[config.mk]
export PLATFORM = sky130hd
export DESIGN_NAME = lstm_hc_writeback
export DESIGN_NICKNAME = d
export VERILOG_FILES = /design/src/rtl/lstm_pkg.sv /design/src/rtl/lstm_lane_packer.sv /design/src/rtl/lstm_hc_writeback.sv
export SDC_FILE = /design/constraint.sdc
export NUM_CORES = 1
export LEC_CHECK = 0
export ABC_CLOCK_PERIOD_IN_PS = 2500
export CORE_MARGIN = 2
export CORE_UTILIZATION = 30
export CTS_CLUSTER_DIAMETER = 50
export DETAILED_ROUTE_END_ITERATION = 8
export GPL_ROUTABILITY_DRIVEN = 0
export SYNTH_ARGS = -nofsm -noshare
export SYNTH_HDL_FRONTEND = slang
export SYNTH_SLANG_ARGS = --single-unit
[constraint.sdc]
create_clock -name clk -period 2.5 [get_ports clk]
set_input_delay 0.375 -clock clk [delete_from_list [all_inputs] [get_ports clk]]
set_output_delay 0.375 -clock clk [all_outputs]
set_load 0.02 [all_outputs]
[src/rtl/lstm_pkg.sv]
// Shared LSTM definitions: word length, lane count, writeback FSM states and
// the lane slice helper used by both the memory read side and the writeback
// packer, so lane k always sits at bits [k*WL +: WL] on either side.
package lstm_pkg;

    localparam int WL_DEF    = 12;
    localparam int N_LANES   = 16;
    localparam int STEPS_DEF = 8;

    typedef enum logic [1:0] {
        ST_IDLE  = 2'd0,
        ST_RUN   = 2'd1,
        ST_DRAIN = 2'd2
    } lstm_state_t;

    // LSB position of lane k in a packed vector of wl-bit words.
    function automatic int lane_lsb(input int k, input int wl);
        return k * wl;
    endfunction

endpackage

[src/rtl/lstm_lane_packer.sv]
// Purpose: collects serial h/c elements into N-lane packed vectors.
// Latency: element written at the accepting edge; pack_full rises on the edge accepting lane N-1.
// Backpressure: caller must not write while pack_full; take empties the pack.
// Ports: clk/rst (async active-low), clear (restart at lane 0), wr (accept element),
//        take (pack copied out), h_in/c_in (element), h_pack/c_pack (lanes), pack_full.
module lstm_lane_packer
    import lstm_pkg::*;
#(
    parameter int WL = WL_DEF,
    parameter int N  = N_LANES
) (
    input  logic            clk,
    input  logic            rst,
    input  logic            clear,
    input  logic            wr,
    input  logic            take,
    input  logic [WL-1:0]   h_in,
    input  logic [WL-1:0]   c_in,
    output logic [N*WL-1:0] h_pack,
    output logic [N*WL-1:0] c_pack,
    output logic            pack_full
);

    localparam int CW = $clog2(N);

    logic [CW-1:0] lane;

    always_ff @(posedge clk or negedge rst) begin
        if (!rst) begin
            lane      <= '0;
            pack_full <= 1'b0;
            h_pack    <= '0;
            c_pack    <= '0;
        end else if (clear) begin
            // Pack contents are left alone: every lane is rewritten before
            // the next transfer, so stale data can never escape.
            lane      <= '0;
            pack_full <= 1'b0;
        end else begin
            if (wr) begin
                // Indexed write, no shifting: each lane register only
                // loads when the counter points at it.
                for (int k = 0; k < N; k++) begin
                    if (lane == CW'(k)) begin
                        h_pack[lane_lsb(k, WL) +: WL] <= h_in;
                        c_pack[lane_lsb(k, WL) +: WL] <= c_in;
                    end
                end
                if (lane == CW'(N - 1)) begin
                    lane      <= '0;
                    pack_full <= 1'b1;
                end else begin
                    lane <= lane + 1'b1;
                end
            end
            if (take) begin
                pack_full <= 1'b0;
            end
        end
    end

endmodule

[src/rtl/lstm_hc_writeback.sv]
// Purpose: packs serial h_new/c_new elements into 16-lane vectors and hands them to memory, STEPS per run.
// Latency: last element of a step accepted in cycle t -> out_valid in cycle t+2 (one bubble).
// Backpressure: in_ready drops while a full pack waits for the output register; output holds until out_ack.
// Ports: clk, rst (async active-low), start, in_valid/in_ready/h_in/c_in (element stream),
//        out_valid/out_ack/h_vec/c_vec (vector handshake), step_idx, busy, done.
module lstm_hc_writeback
    import lstm_pkg::*;
#(
    parameter int WL    = WL_DEF,
    parameter int N     = N_LANES,
    parameter int STEPS = STEPS_DEF
) (
    input  logic                       clk,
    input  logic                       rst,
    input  logic                       start,
    input  logic                       in_valid,
    output logic                       in_ready,
    input  logic [WL-1:0]              h_in,
    input  logic [WL-1:0]              c_in,
    output logic                       out_valid,
    input  logic                       out_ack,
    output logic [N*WL-1:0]            h_vec,
    output logic [N*WL-1:0]            c_vec,
    output logic [$clog2(STEPS+1)-1:0] step_idx,
    output logic                       busy,
    output logic                       done
);

    localparam int SW = $clog2(STEPS + 1);

    lstm_state_t     state;
    logic            pack_full;
    logic [N*WL-1:0] h_pack;
    logic [N*WL-1:0] c_pack;
    logic            accept;
    logic            transfer;
    logic            clear;

    assign in_ready = (state == ST_RUN) && !pack_full;
    assign accept   = in_valid && in_ready;
    // The output register is free if empty or being acknowledged this cycle;
    // the ack then retires the old vector while the new one loads.
    assign transfer = (state == ST_RUN) && pack_full && (!out_valid || out_ack);
    assign clear    = (state == ST_IDLE) && start;
    assign busy     = (state != ST_IDLE);

    lstm_lane_packer #(
        .WL (WL),
        .N  (N)
    ) u_packer (
        .clk       (clk),
        .rst       (rst),
        .clear     (clear),
        .wr        (accept),
        .take      (transfer),
        .h_in      (h_in),
        .c_in      (c_in),
        .h_pack    (h_pack),
        .c_pack    (c_pack),
        .pack_full (pack_full)
    );

    always_ff @(posedge clk or negedge rst) begin
        if (!rst) begin
            state     <= ST_IDLE;
            out_valid <= 1'b0;
            h_vec     <= '0;
            c_vec     <= '0;
            step_idx  <= '0;
            done      <= 1'b0;
        end else begin
            done <= 1'b0;
            case (state)
                ST_IDLE: begin
                    if (start) begin
                        state    <= ST_RUN;
                        step_idx <= '0;
                    end
                end
                ST_RUN: begin
                    if (transfer) begin
                        h_vec     <= h_pack;
                        c_vec     <= c_pack;
                        out_valid <= 1'b1;
                        step_idx  <= step_idx + 1'b1;
                        if (step_idx == SW'(STEPS - 1)) begin
                            state <= ST_DRAIN;
                        end
                    end else if (out_valid && out_ack) begin
                        out_valid <= 1'b0;
                    end
                end
                ST_DRAIN: begin
                    // Last vector is already in the output register; wait
                    // for memory to take it before signalling completion.
                    if (out_valid && out_ack) begin
                        out_valid <= 1'b0;
                        done      <= 1'b1;
                        state     <= ST_IDLE;
                    end
                end
                default: begin
                    state <= ST_IDLE;
                end
            endcase
        end
    end

endmodule

==> results.md, run 1 <==
* Status: complete, no violations
* Final Util at 40.6%
* Number of synthesized flops with an enable pin at 0
* Initial antenna violation count at 1
* CTS HTree Levels at 3
* DRT antenna net count at 0
* Cells after synthesis at 1751
* Final Power at 31.2 mW
* Min cycle time layout at 2.33 ns
* Global-route wire length before repair at 117 mm
* Register area share after synthesis at 66.5%
* CP Class: flip-flop to primary output
* Worst-path maximum fanout at 6
* DP HPWL at 52.4 mm
* Pwr/cell area at 795 mW/mm^2
* Asr flop ratio synth at 100%
* Leak at 18.9 nW
* Total GRT Usage at 15.5%
* Max Clock Skew at 0.0224 ns
* Critical path arrival at 1.96 ns
* Number of synthesized register bits at 781
* Root buffer cell: clkbuf_16
* Max-slew violations at 0
* Die Wd at 317 um
* Avg Inst Size Synth at 16.8 sq um
* RSZ-0062 raised after global routing: no
* DRC errors left at 0
* Starting Density at 30.4%
* VDD IR max at 0.487 mV
* Final hold viol count at 0
* Fillers at 8737
* Relative slew slack at 61.6%
* CTS Buf Count at 99
* Area Growth Syn to Fin at 33.6%
* Area fraction of the dominant cell type after synthesis at 66.5%
* Setup crit end kind: primary output
* Final period util at 93.4%
* CP Launch Type: flip-flop
* Die area at 0.101 sq mm
* Vias per Instance at 4.56
* Area contributors post-synth: dfrtp_1 66%, mux2_2 29%, buf_2 0.89%
* Layout Nets at 2305
* CP required at 2.12 ns
* Post-CTS Setup Bufs at 0
* Number of diodes at 0
* FF-to-FF path depth at 7
* Synth warnings at 0
* HP Class: input port to async pin
* PortBufs at 420
* Setup TNS after final layout at 0 ns
* Chip height at 317 um
* Pin count of the biggest net entering global routing at 109
* Via count at 16500
* Clock Tree Buf Depth at 3
* WL final at 77.8 mm
* Drt initial violations at 708
* FP Rows at 114
* Worst slack, placed at 0.101 ns
* Synth area leader: dfrtp_1
* Slew @ Worst Pin at 0.576 ns
* CTS tree: yes
* Core Box Area at 0.0969 sq mm
* Setup violators final at 0
* Worst-skew pair later-pin latency at 0.66 ns
* Clock sink count at 781
* Drt first pass iters at 5
* Cell area after synthesis at 0.0294 sq mm
* Clock slew at reported path FFs at 0.06 ns
* Worst setup margin at 0.165 ns
* Fmax at 428 MHz
* WL/cell at 21.5 um
* Share of layout cells above drive strength 1 at 45.0%
* Netlist cell types at 37
* I/O Pins at 421
* Vias in the first global route at 18300
* Top cells by count, synth: 781 x dfrtp_1, 769 x mux2_2, 52 x buf_2
* Maxcap violations at 0
* Syn Nets at 1790
* Primary FF master, synth: dfrtp_1
* Congestion Overflow GR at 0
* Top-count cell post-synth: dfrtp_1
## placed cells by master, fill, tap and decap left out, types with 8 or more instances in the layout
master / count
nor2_1: 8
clkbuf_1: 15
buf_4: 61
clkdlybuf4s50_1: 417
buf_12: 35
bufinv_16: 8
clkinv_2: 14
clkbuf_8: 16
nand2_1: 15
ha_1: 9
clkbuf_16: 100
dfrtp_1: 781
inv_8: 8
mux2_2: 769
inv_6: 11
## state kept, by name, indices dropped and copies added (netlist names)
signal,cells
u_packer.c_pack,192
u_packer.lane,4
step_idx,4
out_valid,1
u_packer.pack_full,1
state,2
done,1
h_vec,192
c_vec,192
u_packer.h_pack,192
## logic make-up after synthesis
kind of cell             Yosys count  share of synthesized area, %
buffers and inverters            110                          1.94
flip-flops                       781                          66.5
multiplexers                     769                          29.4
AND/OR/NAND/NOR                   59                          1.24
XOR/XNOR                           1                        0.0298
AO/OA/AOI/OAI                     21                         0.443
adder cells (fa/ha/maj)           10                         0.426
## timing repair
| item | CTS | global route |
|---|---|---|
| gates resized for setup | 2 | 2 |
| endpoints found under the hold margin | 119 | 0 |
| setup endpoints to repair | 2 | 1 |
| hold buffers | 1 | 0 |
## final cells by class
class	count	area [sq um]	area share, %
clock buffer	131	2780	7.07
clock inverter	56	653	1.66
inverter	7	26.3	0.0669
multi-input combinational	860	9320	23.7
sequential	781	19500	49.7
tap	1276	1600	4.06
timing repair buffer	517	5380	13.7
## critical path: stages (launching register included)
cell and delay (ns):
dfrtp_1 0.40, inv_1 0.13, ha_2 0.25, inv_1 0.08, nor2_1 0.13, clkdlybuf4s15_1 0.31
## through the flow
step	hold WS (ns)	area, sq um	cells
final	0.251	39300	3628
after global routing	0.224	39300	3628
after CTS	0.211	39300	3628
after detailed placement	0.327	35900	3440
after global placement	0.324	35900	3440
after floorplan	0.0794	29400	1751
## where the power goes
part	total, mW	internal, mW	switching [mW]
sequential	14.3	13.7	0.563
combinational	2.43	1.24	1.19
clock	14.5	8.80	5.73
total	31.2	23.7	7.49
## worst paths after layout
path,from,end,slack [ns]
max,state[1]$_DFFE_PN0P_,in_ready,0.17
min,rst,u_packer.h_pack[6]$_DFFE_PN0P_,0.25
max reg2reg,state[1]$_DFFE_PN0P_,u_packer.h_pack[178]$_DFFE_PN0P_,0.18
min reg2reg,u_packer.h_pack[37]$_DFFE_PN0P_,h_vec[37]$_DFFE_PN0P_,0.49
max in group asynchronous,rst,u_packer.c_pack[79]$_DFFE_PN0P_,1.29
min in group clk,out_ack,done$_DFF_PN0_,0.43
## metal layers
layer / track usage, % / part of all wire [%]
met1: 18.9 / 41
met4: 4.82 / 2.8
met2: 26.3 / 50
met5: 0 / 0
met3: 4.51 / 6.7
No activity file was read; power rests on OpenSTA's default activity.
==> run 2, diff against run 1 <==
--- a/config.mk
+++ b/config.mk
@@ -11,6 +11,7 @@
 export CTS_CLUSTER_DIAMETER = 50
 export DETAILED_ROUTE_END_ITERATION = 8
 export GPL_ROUTABILITY_DRIVEN = 0
+export SETUP_SLACK_MARGIN = 0.2
 export SYNTH_ARGS = -nofsm -noshare
 export SYNTH_HDL_FRONTEND = slang
 export SYNTH_SLANG_ARGS = --single-unit
==> results.md, run 2 (synthesized netlist as in run 1, its figures left out) <==
* Status: complete, no violations
* Max-slew violations at 0
* CP required at 2.12 ns
* PortBufs at 420
* Share of layout cells above drive strength 1 at 45.2%
* Global-route wire length before repair at 117 mm
* CP Class: flip-flop to primary output
* Worst-skew pair later-pin latency at 0.66 ns
* Drt initial violations at 657
* FP Rows at 114
* CP Launch Type: flip-flop
* Relative slew slack at 61.5%
* Chip height at 317 um
* Pwr/cell area at 794 mW/mm^2
* CTS Buf Count at 99
* Via count at 16500
* RSZ-0062 raised after global routing: yes
* Crit path from: state[1]$_DFFE_PN0P_
* Reg2reg end: u_packer.h_pack[178]$_DFFE_PN0P_
* Initial antenna violation count at 1
* Total GRT Usage at 15.5%
* Congestion Overflow GR at 0
* Reg-to-Reg Start: state[1]$_DFFE_PN0P_
* Setup violators final at 0
* WL final at 77.9 mm
* Clock sink count at 781
* Drt first pass iters at 4
* Root buffer cell: clkbuf_16
* CTS HTree Levels at 3
* Die area at 0.101 sq mm
* Most common cell after layout, fill and taps aside: dfrtp_1
* Final hold viol count at 0
* Min cycle time layout at 2.23 ns
* Max Clock Skew at 0.0203 ns
* VDD IR max at 0.484 mV
* Clock slew at reported path FFs at 0.06 ns
* Clock Tree Buf Depth at 3
* Leak at 18.9 nW
* DRC errors left at 0
* Final Util at 40.6%
* I/O Pins at 421
* Number of diodes at 0
* Final Power at 31.2 mW
* Most frequent cells in the layout: 781 x dfrtp_1, 769 x mux2_2, 417 x clkdlybuf4s50_1
* WL/cell at 21.5 um
* Vias in the first global route at 18300
* Worst reg-to-reg setup slack at 0.27 ns
* Pin count of the biggest net entering global routing at 109
* FF-to-FF path depth at 7
* Layout Nets at 2306
* DRT antenna net count at 0
* DP HPWL at 52.4 mm
* Die Wd at 317 um
* Worst-path maximum fanout at 6
* Final period util at 89.0%
* HP Class: input port to async pin
* Core Box Area at 0.0969 sq mm
* Area Growth Syn to Fin at 33.7%
* Setup crit end kind: primary output
* Starting Density at 30.4%
* Setup TNS after final layout at 0 ns
* Fmax at 449 MHz
* Critical path arrival at 1.85 ns
* Vias per Instance at 4.56
* Maxcap violations at 0
* Slew @ Worst Pin at 0.578 ns
* CTS tree: yes
==> run 2: area by class of cell <==
| type | instances | area (sq um) |
|---|---|---|
| Timing Repair Buffer | 518 | 5390 |
| Multi-Input combinational cell | 860 | 9330 |
| Fill cell | 8737 | 57500 |
| Sequential cell | 781 | 19500 |
| Tap cell | 1276 | 1600 |
| Inverter | 7 | 26.3 |
| Clock buffer | 131 | 2780 |
| Clock inverter | 56 | 653 |
==> run 2: per-layer routing <==
layer | global-route usage, % | vias up | part of all wire (%)
li1 | - | 7231 | -
met1 | 18.9 | 8770 | 41
met2 | 26.3 | 407 | 50
met3 | 4.51 | 127 | 6.6
met4 | 4.82 | 0 | 2.7
met5 | 0 | - | 0
==> run 2: worst max-delay path, stage by stage, from the launching register on <==
cell	delay (ns)
dfrtp_1	0.41
inv_1	0.13
ha_2	0.25
inv_1	0.09
nor2_1	0.13
clkbuf_2	0.19
==> run 2: where the power goes <==
group,total (mW),internal (mW),switching [mW]
clock,14.5,8.80,5.73
combinational,2.43,1.23,1.20
sequential,14.3,13.7,0.563
==> run 2: how the worst max path moves through the flow <==
stage                                            to  slack [ns]
CTS                                        in_ready        0.04
detailed placement            h_vec[16]$_DFFE_PN0P_        0.10
global placement             h_vec[115]$_DFFE_PN0P_        0.14
finish                                     in_ready        0.27
floorplan           u_packer.c_pack[36]$_DFFE_PN0P_        0.48
global route                               in_ready        0.15
==> run 2: what timing repair did <==
action / in CTS / in global routing
hold buffers: 1 / 0
setup endpoints to repair: 156 / 349
pin swaps: 0 / 1
endpoints found under the hold margin: 119 / 0
cloned: 0 / 0
resized for setup: 3 / 7
buffers inserted: 0 / 1
==> run 2: through the flow <==
stage	area, sq um	worst slack, ns	hold slack (ns)	cells
global route	39300	0.154	0.224	3629
finish	39300	0.275	0.250	3629
floorplan	29400	0.483	0.0794	1751
detailed placement	35900	0.101	0.327	3440
global placement	35900	0.139	0.324	3440
CTS	39300	0.0370	0.211	3628
